`src/rtl/branch_pkg.sv`:
```
// ---------------------------------------------------------------------------
// branch_pkg
// Shared types and constants for the decode-stage branch resolution unit.
//   cond_t       : 3-bit branch condition codes
//   bru_state_t  : resolution FSM states
//   FLAG_*       : bit positions inside the {Z,V,N} flags bus
//   b_offset()   : sign-extended, word-scaled PC-relative offset for B
// ---------------------------------------------------------------------------
package branch_pkg;

    typedef enum logic [2:0] {
        COND_NE  = 3'b000,
        COND_EQ  = 3'b001,
        COND_GT  = 3'b010,
        COND_LT  = 3'b011,
        COND_GTE = 3'b100,
        COND_LTE = 3'b101,
        COND_OV  = 3'b110,
        COND_UNC = 3'b111
    } cond_t;

    typedef enum logic {
        IDLE = 1'b0,
        HELD = 1'b1
    } bru_state_t;

    localparam int FLAG_Z = 2;
    localparam int FLAG_V = 1;
    localparam int FLAG_N = 0;

    localparam logic [15:0] INSTR_BYTES = 16'd2;

    // The 9-bit immediate counts instructions (2 bytes each), so it is
    // sign-extended and shifted left by one to form a 16-bit byte offset.
    function automatic logic [15:0] b_offset(input logic [8:0] imm);
        return {{6{imm[8]}}, imm, 1'b0};
    endfunction

endpackage

```
`src/rtl/branch_cond_eval.sv`:
```
// ---------------------------------------------------------------------------
// branch_cond_eval
// Purely combinational evaluation of a branch condition code against the
// current {Z,V,N} flags.
// Ports:
//   cond      in  3  condition code (see cond_t)
//   flags     in  3  {Z,V,N}
//   cond_met  out 1  condition satisfied
// ---------------------------------------------------------------------------
module branch_cond_eval
    import branch_pkg::*;
(
    input  logic [2:0] cond,
    input  logic [2:0] flags,
    output logic       cond_met
);

    logic z;
    logic v;
    logic n;

    assign z = flags[FLAG_Z];
    assign v = flags[FLAG_V];
    assign n = flags[FLAG_N];

    always_comb begin
        cond_met = 1'b0;
        case (cond_t'(cond))
            COND_NE:  cond_met = ~z;
            COND_EQ:  cond_met = z;
            COND_GT:  cond_met = ~z & ~n;
            COND_LT:  cond_met = n;
            COND_GTE: cond_met = z | (~z & ~n);
            COND_LTE: cond_met = n | z;
            COND_OV:  cond_met = v;
            COND_UNC: cond_met = 1'b1;
            default:  cond_met = 1'b0;
        endcase
    end

endmodule

```
`src/rtl/branch_resolve_unit.sv`:
```
// ---------------------------------------------------------------------------
// branch_resolve_unit
// Decode-stage branch resolution. Resolves direction and target of the branch
// in IF/ID, checks it against the prediction carried with the instruction and
// drives predictor update strobes plus the PC redirect / IF/ID flush back to
// fetch. A branch seen while decode is stalled is resolved once, its result
// latched, and the redirect is issued on the cycle decode advances, so each
// branch produces exactly one predictor update and at most one redirect.
//
// Optional feature macro: BRU_PERF_CNT_EN builds saturating performance
// counters; without it the counter outputs are tied to zero.
//
// Ports:
//   clk, rst_n                 clock, async active-low reset
//   enable                     IF/ID advances this cycle
//   IF_ID_PC_curr              PC of the instruction in decode
//   IF_ID_prediction           2-bit predictor state (bit 1 = predicted taken)
//   IF_ID_predicted_target     predicted target
//   is_branch / is_branch_reg  decoded B / BR (BR wins if both set)
//   cond, imm, reg_target      condition code, B offset, BR target
//   flags                      {Z,V,N}
//   actual_taken/actual_target resolved direction / next PC
//   wen_BHT, wen_BTB           predictor update strobes
//   update_PC, flush_IF_ID     fetch redirect and IF/ID bubble
//   branch_count, taken_count, mispredict_count   performance counters
//
// state | meaning
// ------+---------------------------------------------------------------
// IDLE  | no resolved branch outstanding; outputs follow IF/ID directly
// HELD  | branch resolved during a stall; result latched, redirect pending
// ---------------------------------------------------------------------------
module branch_resolve_unit
    import branch_pkg::*;
#(
    parameter int CNT_W = 16
) (
    input  logic             clk,
    input  logic             rst_n,
    input  logic             enable,
    input  logic [15:0]      IF_ID_PC_curr,
    input  logic [1:0]       IF_ID_prediction,
    input  logic [15:0]      IF_ID_predicted_target,
    input  logic             is_branch,
    input  logic             is_branch_reg,
    input  logic [2:0]       cond,
    input  logic [8:0]       imm,
    input  logic [15:0]      reg_target,
    input  logic [2:0]       flags,
    output logic             actual_taken,
    output logic [15:0]      actual_target,
    output logic             wen_BHT,
    output logic             wen_BTB,
    output logic             update_PC,
    output logic             flush_IF_ID,
    output logic [CNT_W-1:0] branch_count,
    output logic [CNT_W-1:0] taken_count,
    output logic [CNT_W-1:0] mispredict_count
);

    bru_state_t state;
    bru_state_t state_next;

    logic        cond_met;
    logic        br_valid;
    logic [15:0] seq_pc;
    logic [15:0] br_target;
    logic        res_taken;
    logic [15:0] res_target;
    logic        mispredicted;
    logic        miscomp;
    logic        need_redirect;
    logic        capture;

    logic        pend_taken;
    logic [15:0] pend_target;
    logic        pend_redirect;

    // Only the direction bit of the 2-bit predictor state matters here.
    logic unused_pred_lsb;
    assign unused_pred_lsb = IF_ID_prediction[0];

    branch_cond_eval u_cond_eval (
        .cond     (cond),
        .flags    (flags),
        .cond_met (cond_met)
    );

    // ---------------- resolution datapath ----------------
    assign br_valid  = is_branch | is_branch_reg;
    assign seq_pc    = IF_ID_PC_curr + INSTR_BYTES;
    assign br_target = is_branch_reg ? reg_target
                                     : seq_pc + b_offset(imm);

    assign res_taken     = br_valid & cond_met;
    assign res_target    = res_taken ? br_target : seq_pc;
    assign mispredicted  = IF_ID_prediction[1] != res_taken;
    assign miscomp       = IF_ID_predicted_target != br_target;
    assign need_redirect = br_valid & (mispredicted | (res_taken & miscomp));

    // A branch first seen while decode is stalled is frozen in the pending
    // registers so later flag changes cannot alter its outcome.
    assign capture = (state == IDLE) & ~enable & br_valid;

    // ---------------- FSM: state register ----------------
    always_ff @(posedge clk or negedge rst_n) begin
        if (!rst_n) begin
            state <= IDLE;
        end else begin
            state <= state_next;
        end
    end

    always_ff @(posedge clk or negedge rst_n) begin
        if (!rst_n) begin
            pend_taken    <= 1'b0;
            pend_target   <= 16'h0000;
            pend_redirect <= 1'b0;
        end else if (capture) begin
            pend_taken    <= res_taken;
            pend_target   <= res_target;
            pend_redirect <= need_redirect;
        end
    end

    // ---------------- FSM: next state ----------------
    always_comb begin
        state_next = state;
        case (state)
            IDLE:    if (capture) state_next = HELD;
            HELD:    if (enable)  state_next = IDLE;
            default: state_next = IDLE;
        endcase
    end

    // ---------------- FSM: outputs ----------------
    // Outputs are forced low while reset is asserted, independent of state.
    always_comb begin
        actual_taken  = 1'b0;
        actual_target = 16'h0000;
        wen_BHT       = 1'b0;
        wen_BTB       = 1'b0;
        update_PC     = 1'b0;
        if (rst_n) begin
            case (state)
                IDLE: begin
                    actual_taken  = res_taken;
                    actual_target = res_target;
                    wen_BHT       = br_valid;
                    wen_BTB       = res_taken;
                    update_PC     = enable & need_redirect;
                end
                HELD: begin
                    actual_taken  = pend_taken;
                    actual_target = pend_target;
                    update_PC     = enable & pend_redirect;
                end
                default: begin
                    actual_taken  = 1'b0;
                end
            endcase
        end
    end

    assign flush_IF_ID = update_PC;

    // ---------------- performance counters ----------------
`ifdef BRU_PERF_CNT_EN
    localparam logic [CNT_W-1:0] CNT_ONE = {{(CNT_W-1){1'b0}}, 1'b1};
    localparam logic [CNT_W-1:0] CNT_MAX = {CNT_W{1'b1}};

    always_ff @(posedge clk or negedge rst_n) begin
        if (!rst_n) begin
            branch_count     <= '0;
            taken_count      <= '0;
            mispredict_count <= '0;
        end else begin
            if (wen_BHT && branch_count != CNT_MAX) begin
                branch_count <= branch_count + CNT_ONE;
            end
            if (wen_BTB && taken_count != CNT_MAX) begin
                taken_count <= taken_count + CNT_ONE;
            end
            if (update_PC && mispredict_count != CNT_MAX) begin
                mispredict_count <= mispredict_count + CNT_ONE;
            end
        end
    end
`else
    assign branch_count     = '0;
    assign taken_count      = '0;
    assign mispredict_count = '0;
`endif

endmodule

```
`config.mk`:
```
export PLATFORM = sky130hd
export DESIGN_NAME = branch_resolve_unit
export DESIGN_NICKNAME = d
export VERILOG_FILES = /design/src/rtl/branch_pkg.sv /design/src/rtl/branch_cond_eval.sv /design/src/rtl/branch_resolve_unit.sv
export SDC_FILE = /design/constraint.sdc
export NUM_CORES = 1
export LEC_CHECK = 0
export CORE_ASPECT_RATIO = 1.5
export CORE_UTILIZATION = 40
export DETAILED_ROUTE_END_ITERATION = 10
export HOLD_SLACK_MARGIN = 0.1
export PLACE_DENSITY = 0.76
export SLEW_MARGIN = 0
export SYNTH_ARGS = -nofsm -noshare
export SYNTH_HDL_FRONTEND = slang
export SYNTH_SLANG_ARGS = --single-unit
```
`constraint.sdc`:
```
create_clock -name clk -period 12.71 [get_ports clk]
set_clock_uncertainty 0.2 [all_clocks]
set_input_delay 1.271 -clock clk [delete_from_list [all_inputs] [get_ports clk]]
set_output_delay 1.271 -clock clk [all_outputs]
set_load 0.02 [all_outputs]
```
==> metrics.md, run 1 <==
| Metric | Value |
|---|---|
| Outcome | `complete, no violations` |
| Post-CTS setup-driven buffer insertion count | `0` |
| Type of the setup path with the least slack | `input port to output pin` |
| Share of synthesized area occupied by flip-flops and latches | `0.148` |
| Total area of multi-input combinational cells | `approximately 2400 um^2` |
| Worst path slowest cell | `sky130_fd_sc_hd__clkdlybuf4s50_1` |
| Combinational cell fraction of total power | `0.555` |
| Number of global-route vias before repair | `~3000` |
| Critical Path Fanout Max | `8` |
| Bufs on Longest Clock Path | `2` |
| Post-synthesis instance total | `432` |
| Required @ worst endpoint | `11.24 ns` |
| Final setup violation count | `0` |
| Share of the synthesized area in compound gates (AO/OA/AOI/OAI) | `0.211` |
| Fraction of registers with async set/reset | `1.00` |
| CTS H-tree lvls | `1` |
| Clock edge transition at the registers on the reported setup and hold paths | `0.05 ns` |
| Simple-gate portion of the synthesized area | `0.247` |
| Number of flops mapped to enable cells by yosys | `0` |
| Synth Cell Area | `approximately 3200 um^2` |
| Final Wtd Congestion | `just under 0.9` |
| Dominant combinational cell family by area after synthesis | `simple AND/OR/NAND/NOR gates` |
| Full die area | `8420 um^2` |
| Maximum clock frequency | `0.138 GHz` |
| Number of gates resized after cts | `0` |
| Grt total ovfl | `0` |
| CTS Root Cell | `sky130_fd_sc_hd__clkbuf_16` |
| Sum Neg Setup Slack | `0 ns` |
| Rel. slew slack | `0.337` |
| Worst EP arrival | `about 5.8 ns` |
| Largest net degree at the start of global routing | `42` |
| Count of inserted antenna diode cells | `0` |
| Minimum hold slack | `roughly 0.28 ns` |
| Post-Synth Adder-Cell Area | `0.0723` |
| Startpoint of the worst setup timing path | `IF_ID_PC_curr[3]` |
| Sink Count | `19` |
| Power share of the clock group | `0.197` |
| Max-Cap Viols | `0` |
| Worst Max-Slew Pin Slew | `approximately 1 ns` |
| Tightest Hold Check Type | `flop to flop` |
| Count of yosys warnings during synthesis | `0` |
| Maximum vdd drop | `44.3 uV` |
| Buffers added on ports | `89` |
| DRC Markers | `0` |
| Reg-to-reg startpoint | `state` |
| Synthesis-to-layout area growth | `26.2%` |
| Total length of routed wires | `8.48 mm` |
| Wire length of the first global-routing pass | `~14 mm` |
| Total iterations of the first detailed-routing run | `5` |
| Post-synthesis cell type with the largest combined area | `sky130_fd_sc_hd__dfrtp_1` |
| Placement row count | `39` |
| Horiz. Die Dim | `75.2 um` |
| I/O Pins | `about 140` |
| Yosys reg bits | `19` |
| Element type at the critical path end | `output pin` |
| Util after Layout | `0.527` |
| Vertical die dimension | `112 um` |
| Synthesized area divided by synthesized cell count | `7.45 um^2` |
| Number of vias after detailed routing | `~3200` |
| Startpoint types | `input port` |
| Insertion delay of the later-clocked pin in the worst-skew pair | `about 0.25 ns` |
| Cell types occupying the most area after synthesis | `sky130_fd_sc_hd__dfrtp_1 15%, sky130_fd_sc_hd__buf_4 11%, sky130_fd_sc_hd__ha_1 6.6%, sky130_fd_sc_hd__nand2_1 6.5%, sky130_fd_sc_hd__xnor2_1 6.0%` |
| Int Power | `between 150 and 200 uW` |
| DRC violation total after the first TritonRoute iteration | `~150` |
| Area taken by flip-flops and latches | `475 um^2` |
| Start point of the worst min-delay path | `pend_target[11]` |
| Xor-xnor portion of the synthesized cell area | `0.0898` |
| Largest incremental delay on the critical path | `approximately 0.56 ns` |
| P_sw | `between 100 and 150 uW` |
| Number of vias per cell after detailed routing | `5.31` |
| NumNets Final | `roughly 600` |
| Number of antenna violations at the first check in global routing | `0` |
| Fill cell total of the finished layout | `790` |
| Standard cell core area | `slightly below 8000 um^2` |
| Crit share post-route | `0.568` |
| Clock tree from TritonCTS | `built` |
| Count of final max-slew check failures | `0` |
| Share of the synthesized area in the top cell type | `0.148` |
| Number of distinct library cells after synthesis | `63` |
| Worst-path cell chain | `clkdlybuf4s50_1 > and3_1 > and2_0 > and3_1 > nand4_1 > xnor2_1 > ha_1 > nand2_1 > nor2_1 > o311ai_1 > o31a_1 > o31ai_2 > xor2_1 > nor4_2 > o22ai_1 > clkdlybuf4s50_1` |
| Per-cell routed wire length | `between 10 and 15 um` |
| Initial core utilization | `0.417` |
| Sequential share of power | `0.249` |
| CTS hold repair buffers | `0` |
| Inserted Clock Buffers | `3` |
| Switching Fraction | `0.400` |
| Count of nets left with antenna violations after detail routing | `0` |
| Ratio of cells with drive above 1 in the final layout | `0.0435` |
| Multiplexer share of the synthesized area | `0.0809` |
| Cell Pwr Density | `~80 nW/um^2` |
| Fin. Hold Viols | `0` |
| HPWL after detailed placement | `about 7 mm` |
| Unrepaired setup endpoints after global routing | `false` |
| Prevailing post-synth register cell | `sky130_fd_sc_hd__dfrtp_1` |
| Pleak | `1.71 nW` |
| Gr usage total | `0.207` |
| Min Clock Period, post-route | `about 7.2 ns` |
final timing paths:
path,endpoint,slack [ns],depth (start not counted)
max,flush_IF_ID,5.49,16
min,pend_target[11],0.28,2
max reg2reg,pend_target[4],10.15,2
min reg2reg,pend_target[11],0.28,2
max in group asynchronous,state,10.84,2
min in group asynchronous,pend_target[2],1.20,2
registers in the layout, indices dropped and copies added (netlist names):
register       count
pend_target       16
state              1
pend_taken         1
pend_redirect      1
placed cells by master, fill, tap and decap left out, types with 13 or more instances in the layout:
cell | Yosys | routed
sky130_fd_sc_hd__clkdlybuf4s50_1 | 0 | 89
sky130_fd_sc_hd__a21oi_1 | 19 | 19
sky130_fd_sc_hd__nor2_1 | 20 | 20
sky130_fd_sc_hd__and2_1 | 13 | 13
sky130_fd_sc_hd__ha_1 | 17 | 17
sky130_fd_sc_hd__nand2_1 | 56 | 56
sky130_fd_sc_hd__o21ai_0 | 32 | 32
sky130_fd_sc_hd__mux2i_1 | 17 | 17
sky130_fd_sc_hd__xnor2_1 | 22 | 22
sky130_fd_sc_hd__nand3_1 | 13 | 13
sky130_fd_sc_hd__dfrtp_1 | 19 | 19
sky130_fd_sc_hd__conb_1 | 1 | 48
critical path: cells and delay by family:
| family | cells | cell delay, ns |
|---|---|---|
| buf+inv | 2 | 1.09 |
| compound gates | 4 | 0.93 |
| simple gates | 7 | 1.74 |
| xor+xnor | 2 | 0.29 |
| fa+ha+maj | 1 | 0.45 |
area by class of cell:
class / instances / area share
well taps: 102 / 0.0314
multi-input cells: 384 / 0.600
repair buffers: 93 / 0.227
inverters: 6 / 0.00555
flip-flops and latches: 19 / 0.117
clock buffers: 4 / 0.0194
cells by family (layout without fill, tap and decap cells):
kind of cell	count (synthesis)	after routing
XOR/XNOR	33	33
flip-flops	19	19
multiplexers	25	25
other	1	48
adder cells (fa/ha/maj)	18	18
AO/OA/AOI/OAI	102	102
AND/OR/NAND/NOR	158	158
buffers and inverters	76	103
stage by stage:
stage	instance area [um^2]	instances	power [mW]	worst slack, ns
2_1_floorplan	3390	479	0.214	6.66
4_1_cts	4060	608	0.333	5.52
3_5_place_dp	3980	604	0.267	5.54
6_report	4060	608	0.332	5.49
5_1_grt	4060	608	0.357	5.06
3_3_place_gp	3980	604	0.263	5.61
cells in the mapped netlist (2+ instances only):
library cell and n:
sky130_fd_sc_hd__nor4_1 3, sky130_fd_sc_hd__buf_4 49, sky130_fd_sc_hd__o21ai_1 6, sky130_fd_sc_hd__o31ai_1 2, sky130_fd_sc_hd__nor2_1 20, sky130_fd_sc_hd__buf_2 6
sky130_fd_sc_hd__nand3_1 13, sky130_fd_sc_hd__o2111ai_1 2, sky130_fd_sc_hd__and2_1 13, sky130_fd_sc_hd__and4_1 3, sky130_fd_sc_hd__a21oi_1 19, sky130_fd_sc_hd__xnor2_1 22
sky130_fd_sc_hd__dfrtp_1 19, sky130_fd_sc_hd__nand2_1 56, sky130_fd_sc_hd__nor2b_1 11, sky130_fd_sc_hd__o211a_1 2, sky130_fd_sc_hd__a21o_1 5, sky130_fd_sc_hd__o21ai_0 32
sky130_fd_sc_hd__ha_1 17, sky130_fd_sc_hd__mux2i_1 17, sky130_fd_sc_hd__and3_1 3, sky130_fd_sc_hd__nor3b_1 4, sky130_fd_sc_hd__o22ai_1 2, sky130_fd_sc_hd__nor3_1 11
sky130_fd_sc_hd__nand2b_1 4, sky130_fd_sc_hd__a311oi_1 2, sky130_fd_sc_hd__xor2_1 11, sky130_fd_sc_hd__nand4_1 7, sky130_fd_sc_hd__or3_1 4, sky130_fd_sc_hd__clkbuf_1 12
sky130_fd_sc_hd__a211oi_1 4, sky130_fd_sc_hd__inv_1 6, sky130_fd_sc_hd__o211ai_1 7, sky130_fd_sc_hd__mux2_2 8, sky130_fd_sc_hd__buf_1 2
power by group through the flow:
stage               Clock, mW  Sequential (mW)  Combinational, mW
floorplan                   0           0.0800              0.134
global placement            0           0.0826              0.180
detailed placement          0           0.0837              0.183
CTS                    0.0655           0.0827              0.185
global route           0.0689           0.0849              0.204
finish                 0.0654           0.0827              0.184
layer usage:
| metal | GRT usage | vias to the layer above | wire length, um |
|---|---|---|---|
| met5 | 0 | - | 0 |
| met4 | 0.0728 | 0 | 224 |
| met3 | 0.0163 | 16 | 435 |
| met2 | 0.372 | 139 | 4410 |
| met1 | 0.250 | 1475 | 3410 |
| li1 | - | 1596 | - |
Note: power is estimated with default switching activity, not from simulation.
==> run 2: changes to the inputs <==
==> constraint.sdc (replaced) <==
create_clock -name clk -period 7.15 [get_ports clk]
set_clock_uncertainty 0.2 [all_clocks]
set_input_delay 0.715 -clock clk [delete_from_list [all_inputs] [get_ports clk]]
set_output_delay 0.715 -clock clk [all_outputs]
set_load 0.02 [all_outputs]
==> run 2 against run 1 <==
Flip-flop and latch count did not move. Clock-buffer cell count unchanged. Non-clock buffer count stayed put. Register-to-register slack worse by 5.6 ns. Cell area did not move. First-iteration DRC count is 2.1% higher. Sequential share of layout area stayed put. Clock power is 74% higher. Worst hold slack improved by 0.00077 ns. Die area unchanged. Critical path type unchanged.
==> metrics.md, run 2 (synthesis gave the netlist of run 1 again) <==
| Metric | Value |
|---|---|
| Critical Path Fanout Max | `8` |
| Standard cell core area | `7710 um^2` |
| Minimum hold slack | `between 0.2 and 0.3 ns` |
| Number of vias per cell after detailed routing | `roughly 5.4` |
| Count of final max-slew check failures | `0` |
| Outcome | `complete, no violations` |
| Max-Cap Viols | `0` |
| Maximum clock frequency | `~0.16 GHz` |
| Initial core utilization | `0.417` |
| HPWL after detailed placement | `7.16 mm` |
| Element type at the critical path end | `output pin` |
| Full die area | `around 8400 um^2` |
| Total length of routed wires | `just under 9 mm` |
| Worst path slowest cell | `sky130_fd_sc_hd__clkdlybuf4s50_1` |
| Cell Pwr Density | `around 150 nW/um^2` |
| Worst-path cell chain | `clkdlybuf4s50_1 > and3_1 > and2_0 > and3_1 > nand4_1 > xnor2_1 > ha_1 > nand2_1 > nor2_1 > o311ai_1 > o31a_1 > o31ai_2 > xor2_1 > nor4_2 > o22ai_1 > clkdlybuf4s50_1` |
| Ratio of cells with drive above 1 in the final layout | `0.0435` |
| Top routing layer in use | `met4` |
| Buffers added on ports | `between 80 and 90` |
| Placement row count | `39` |
| Inserted Clock Buffers | `3` |
| Worst Max-Slew Pin Slew | `1.03 ns` |
| Clock tree from TritonCTS | `built` |
| Unrepaired setup endpoints after global routing | `false` |
| Count of nets left with antenna violations after detail routing | `0` |
| Synthesis-to-layout area growth | `26.2%` |
| Top library cells by usage in the layout, fill and taps aside | `89 x sky130_fd_sc_hd__clkdlybuf4s50_1, 56 x sky130_fd_sc_hd__nand2_1, 48 x sky130_fd_sc_hd__conb_1, 32 x sky130_fd_sc_hd__o21ai_0, 22 x sky130_fd_sc_hd__xnor2_1` |
| Worst path setup slack after routing | `1.00 ns` |
| Rel. slew slack | `0.311` |
| Required @ worst endpoint | `slightly above 6 ns` |
| Fill cell total of the finished layout | `~800` |
| DRC Markers | `0` |
| Met1 routed wirelength after detailed routing | `about 3.4 mm` |
| Largest incremental delay on the critical path | `roughly 0.56 ns` |
| Type of the setup path with the least slack | `input port to output pin` |
| Insertion delay of the later-clocked pin in the worst-skew pair | `approximately 0.25 ns` |
| NumNets Final | `595` |
| Sink Count | `19` |
| Most common cell after layout, fill and taps aside | `sky130_fd_sc_hd__clkdlybuf4s50_1` |
| Flip-flop count of the largest register after layout | `16` |
| CTS hold repair buffers | `0` |
| Number of global-route vias before repair | `3200` |
| Number of gates resized after cts | `0` |
| Grt total ovfl | `0` |
| CTS H-tree lvls | `1` |
| Largest net degree at the start of global routing | `39` |
| Biggest register | `pend_target` |
| Crit share post-route | `0.860` |
| Metal3 WL | `434 um` |
| Clock edge transition at the registers on the reported setup and hold paths | `about 0.050 ns` |
| Total iterations of the first detailed-routing run | `4` |
| Bufs on Longest Clock Path | `2` |
| I/O Pins | `139` |
| Per-cell routed wire length | `approximately 14 um` |
| Final Wtd Congestion | `between 0.8 and 0.9` |
| Gr usage total | `0.217` |
| Min Clock Period, post-route | `about 6 ns` |
| Number of antenna violations at the first check in global routing | `0` |
| Maximum vdd drop | `just under 70 uV` |
| Sum Neg Setup Slack | `0 ns` |
| Pleak | `around 1.7 nW` |
| Worst EP arrival | `5.23 ns` |
| Cell type group with the largest total delay on the critical path | `simple AND/OR/NAND/NOR gates` |
| Buf+Inv Stages, Crit Path | `2` |
| Number of vias after detailed routing | `3274` |
| Count of inserted antenna diode cells | `0` |
| Startpoint types | `input port` |
| Final setup violation count | `0` |
| Fin. Hold Viols | `0` |
| Post-CTS setup-driven buffer insertion count | `0` |
| DRC violation total after the first TritonRoute iteration | `148` |
| Tightest Hold Check Type | `flop to flop` |
| Setup WS pre-CTS | `between 1 and 1.5 ns` |
| Util after Layout | `0.527` |
| Wire length of the first global-routing pass | `14.3 mm` |
| Horiz. Die Dim | `roughly 75 um` |
| Vertical die dimension | `approximately 110 um` |
| Routed length on met2 | `between 4 and 5 mm` |
| CTS Root Cell | `sky130_fd_sc_hd__clkbuf_16` |
==> run 2: metal layers <==
metal / vias up / GRT usage
li1: 1588 / -
met1: 1514 / 0.247
met2: 141 / 0.387
met3: 31 / 0.0208
met4: 0 / 0.107
met5: - / 0
==> run 2: layout make-up <==
cell class / count / area [um^2] / share of cell area
well taps: 102 / 128 / 0.0314
inverters: 6 / 22.5 / 0.00555
repair buffers: 93 / 921 / 0.227
clock buffers: 4 / 78.8 / 0.0194
multi-input cells: 384 / 2430 / 0.600
flip-flops and latches: 19 / 475 / 0.117
==> run 2: worst min-delay path, stage by stage, from the launching register on <==
cell and delay (ns):
sky130_fd_sc_hd__dfrtp_1 0.34, sky130_fd_sc_hd__nand2_1 0.04, sky130_fd_sc_hd__o21ai_0 0.06
==> run 2: worst paths after layout <==
path	start	endpoint	slack, ns	cells after the start
max in group asynchronous	rst_n	pend_target[0]	5.83	2
hold / removal	pend_target[13]	pend_target[13]	0.28	2
setup / recovery	IF_ID_PC_curr[3]	flush_IF_ID	1.00	16
setup reg to reg	state	pend_target[4]	4.55	2
hold reg to reg	pend_target[13]	pend_target[13]	0.28	2
min in group asynchronous	rst_n	pend_target[2]	0.65	2
==> run 2: per-stage QoR <==
stage | cell area (um^2) | total power, mW | cells
6_report | 4060 | 0.592 | 608
5_1_grt | 4060 | 0.637 | 608
4_1_cts | 4060 | 0.592 | 608
3_5_place_dp | 3980 | 0.476 | 604
3_3_place_gp | 3980 | 0.467 | 604
2_1_floorplan | 3390 | 0.381 | 479
==> run 2: power breakdown <==
group	leakage (nW)	switching, mW	internal (mW)
clock	0.0382	0.0385	0.0758
sequential	0.229	0.0154	0.132
combinational	1.44	0.183	0.147
==> run 3: changes to the inputs <==
--- a/config.mk
+++ b/config.mk
@@ -9,7 +9,7 @@
 export CORE_UTILIZATION = 40
 export DETAILED_ROUTE_END_ITERATION = 10
 export HOLD_SLACK_MARGIN = 0.1
-export PLACE_DENSITY = 0.76
+export PLACE_DENSITY = 0.86
 export SLEW_MARGIN = 0
 export SYNTH_ARGS = -nofsm -noshare
 export SYNTH_HDL_FRONTEND = slang
==> run 3 against run 2 <==
Flip-flop and latch count unchanged. Critical endpoint is now update_PC. Via count down 0.76%. Die area unchanged. Routed wire length down 2.5%. Largest cell class unchanged.
==> metrics.md, run 3 (synthesis gave the netlist of run 1 again) <==
| Metric | Value |
|---|---|
| Standard cell core area | `around 7700 um^2` |
| Largest incremental delay on the critical path | `approximately 0.56 ns` |
| Minimum hold slack | `0.277 ns` |
| Cell Pwr Density | `145 nW/um^2` |
| Bufs on Longest Clock Path | `2` |
| Final Wtd Congestion | `just under 0.9` |
| Unrepaired setup endpoints after global routing | `false` |
| Met1 routed wirelength after detailed routing | `about 3.4 mm` |
| Top library cells by usage in the layout, fill and taps aside | `89 x sky130_fd_sc_hd__clkdlybuf4s50_1, 56 x sky130_fd_sc_hd__nand2_1, 48 x sky130_fd_sc_hd__conb_1, 32 x sky130_fd_sc_hd__o21ai_0, 22 x sky130_fd_sc_hd__xnor2_1` |
| Maximum vdd drop | `~64 uV` |
| Top routing layer in use | `met4` |
| Element type at the critical path end | `output pin` |
| Inserted Clock Buffers | `3` |
| Wire length of the first global-routing pass | `13.7 mm` |
| Routed length on met2 | `about 4.3 mm` |
| Insertion delay of the later-clocked pin in the worst-skew pair | `approximately 0.24 ns` |
| Rel. slew slack | `0.318` |
| Required @ worst endpoint | `approximately 6.2 ns` |
| Flip-flop count of the largest register after layout | `16` |
| Worst Max-Slew Pin Slew | `1.02 ns` |
| Min Clock Period, post-route | `slightly above 6 ns` |
| Per-cell routed wire length | `13.9 um` |
| Start point of the worst min-delay path | `pend_target[11]` |
| Critical Path Fanout Max | `7` |
| Biggest register | `pend_target` |
| I/O Pins | `about 140` |
| CTS Root Cell | `sky130_fd_sc_hd__clkbuf_16` |
| Total length of routed wires | `about 8.5 mm` |
| Buf+Inv Stages, Crit Path | `2` |
| Capture instance of the worst register-to-register path | `pend_target[14]` |
| Number of global-route vias before repair | `just over 3000` |
| Full die area | `approximately 8400 um^2` |
| Startpoint types | `input port` |
| Clock edge transition at the registers on the reported setup and hold paths | `around 0.05 ns` |
| Worst-path cell chain | `clkdlybuf4s50_1 > and3_1 > and2_0 > and3_1 > nand2_1 > xnor2_1 > ha_1 > a21o_1 > a21o_1 > o211a_1 > o31a_1 > o31ai_2 > xor2_1 > nor4_2 > o22ai_1 > clkdlybuf4s50_1` |
| Fin. Hold Viols | `0` |
| Gr usage total | `0.208` |
| Outcome | `complete, no violations` |
| Number of antenna violations at the first check in global routing | `0` |
| Cell type group with the largest total delay on the critical path | `compound AO/OA/AOI/OAI gates` |
| Worst path slowest cell | `sky130_fd_sc_hd__clkdlybuf4s50_1` |
| Tightest Hold Check Type | `flop to flop` |
| Horiz. Die Dim | `about 75 um` |
| Max-Cap Viols | `0` |
| Ratio of cells with drive above 1 in the final layout | `0.0435` |
| Register-to-Register Setup Slack | `between 4 and 5 ns` |
| Maximum clock frequency | `between 0.15 and 0.2 GHz` |
| Number of vias per cell after detailed routing | `~5.3` |
| Crit share post-route | `0.852` |
| HPWL after detailed placement | `7.07 mm` |
| Final setup violation count | `0` |
| Sink Count | `19` |
| Grt total ovfl | `0` |
| Metal3 WL | `~450 um` |
| Number of gates resized after cts | `0` |
| Worst hold path depth | `2` |
| Number of vias after detailed routing | `approximately 3200` |
| Clock tree from TritonCTS | `built` |
| Placement row count | `39` |
| Count of nets left with antenna violations after detail routing | `0` |
| CTS hold repair buffers | `0` |
| Post-CTS setup-driven buffer insertion count | `0` |
| Count of final max-slew check failures | `0` |
| Vertical die dimension | `around 110 um` |
| CTS H-tree lvls | `1` |
| Most common cell after layout, fill and taps aside | `sky130_fd_sc_hd__clkdlybuf4s50_1` |
| Reg-to-reg startpoint | `state` |
| Initial core utilization | `0.417` |
| Pleak | `around 1.7 nW` |
| NumNets Final | `between 500 and 600` |
| Largest net degree at the start of global routing | `39` |
| Type of the setup path with the least slack | `input port to output pin` |
| Sum Neg Setup Slack | `0 ns` |
| Synthesis-to-layout area growth | `26.2%` |
| Total iterations of the first detailed-routing run | `4` |
| Cell count of the worst reg-to-reg path | `2` |
| Buffers added on ports | `89` |
| End point of the most critical hold path | `pend_target[11]` |
| DRC violation total after the first TritonRoute iteration | `129` |
| Count of inserted antenna diode cells | `0` |
| DRC Markers | `0` |
| Worst EP arrival | `~5.2 ns` |
## run 3: cell counts in the layout (fill, tap and decap cells not counted)
No cell type changed its count.
## run 3: power by group
part | internal, mW | switching (mW)
sequential | 0.132 | 0.0151
combinational | 0.147 | 0.182
clock | 0.0757 | 0.0370
## run 3: layout make-up
class | count | area [um^2]
sequential | 19 | 475
multi-input combinational | 384 | 2430
timing repair buffer | 93 | 921
inverter | 6 | 22.5
clock buffer | 4 | 78.8
tap | 102 | 128
fill | 720 | 3650
## run 3: worst max-delay path by stage
| stage | startpoint | to | slack, ns | cells past startpoint |
|---|---|---|---|---|
| 3_5_place_dp | IF_ID_PC_curr[3] | update_PC | 1.04 | 16 |
| 2_1_floorplan | IF_ID_PC_curr[3] | update_PC | 2.21 | 16 |
| 6_report | IF_ID_PC_curr[3] | update_PC | 1.06 | 16 |
| 3_3_place_gp | IF_ID_PC_curr[3] | update_PC | 1.14 | 16 |
| 5_1_grt | IF_ID_PC_curr[3] | update_PC | 0.71 | 16 |
| 4_1_cts | IF_ID_PC_curr[3] | update_PC | 1.03 | 16 |
## run 3: layer usage
| layer | vias up | global-route usage |
|---|---|---|
| met3 | 20 | 0.0127 |
| met5 | - | 0 |
| met2 | 146 | 0.367 |
| li1 | 1597 | - |
| met1 | 1486 | 0.250 |
| met4 | 0 | 0.0901 |
## run 3: through the flow
step / std cells / area, um^2 / setup WS [ns] / power (mW) / util
after floorplan: 479 / 3390 / 2.21 / 0.381 / -
after global placement: 604 / 3980 / 1.14 / 0.466 / 0.516
after detailed placement: 604 / 3980 / 1.04 / 0.476 / 0.516
after CTS: 608 / 4060 / 1.03 / 0.591 / 0.527
after global routing: 608 / 4060 / 0.711 / 0.634 / 0.527
final: 608 / 4060 / 1.06 / 0.589 / 0.527
## run 3: tightest hold or removal path, stage by stage (launching register included)
cell and delay (ns):
sky130_fd_sc_hd__dfrtp_1 0.33, sky130_fd_sc_hd__nand2_1 0.05, sky130_fd_sc_hd__o21ai_0 0.06
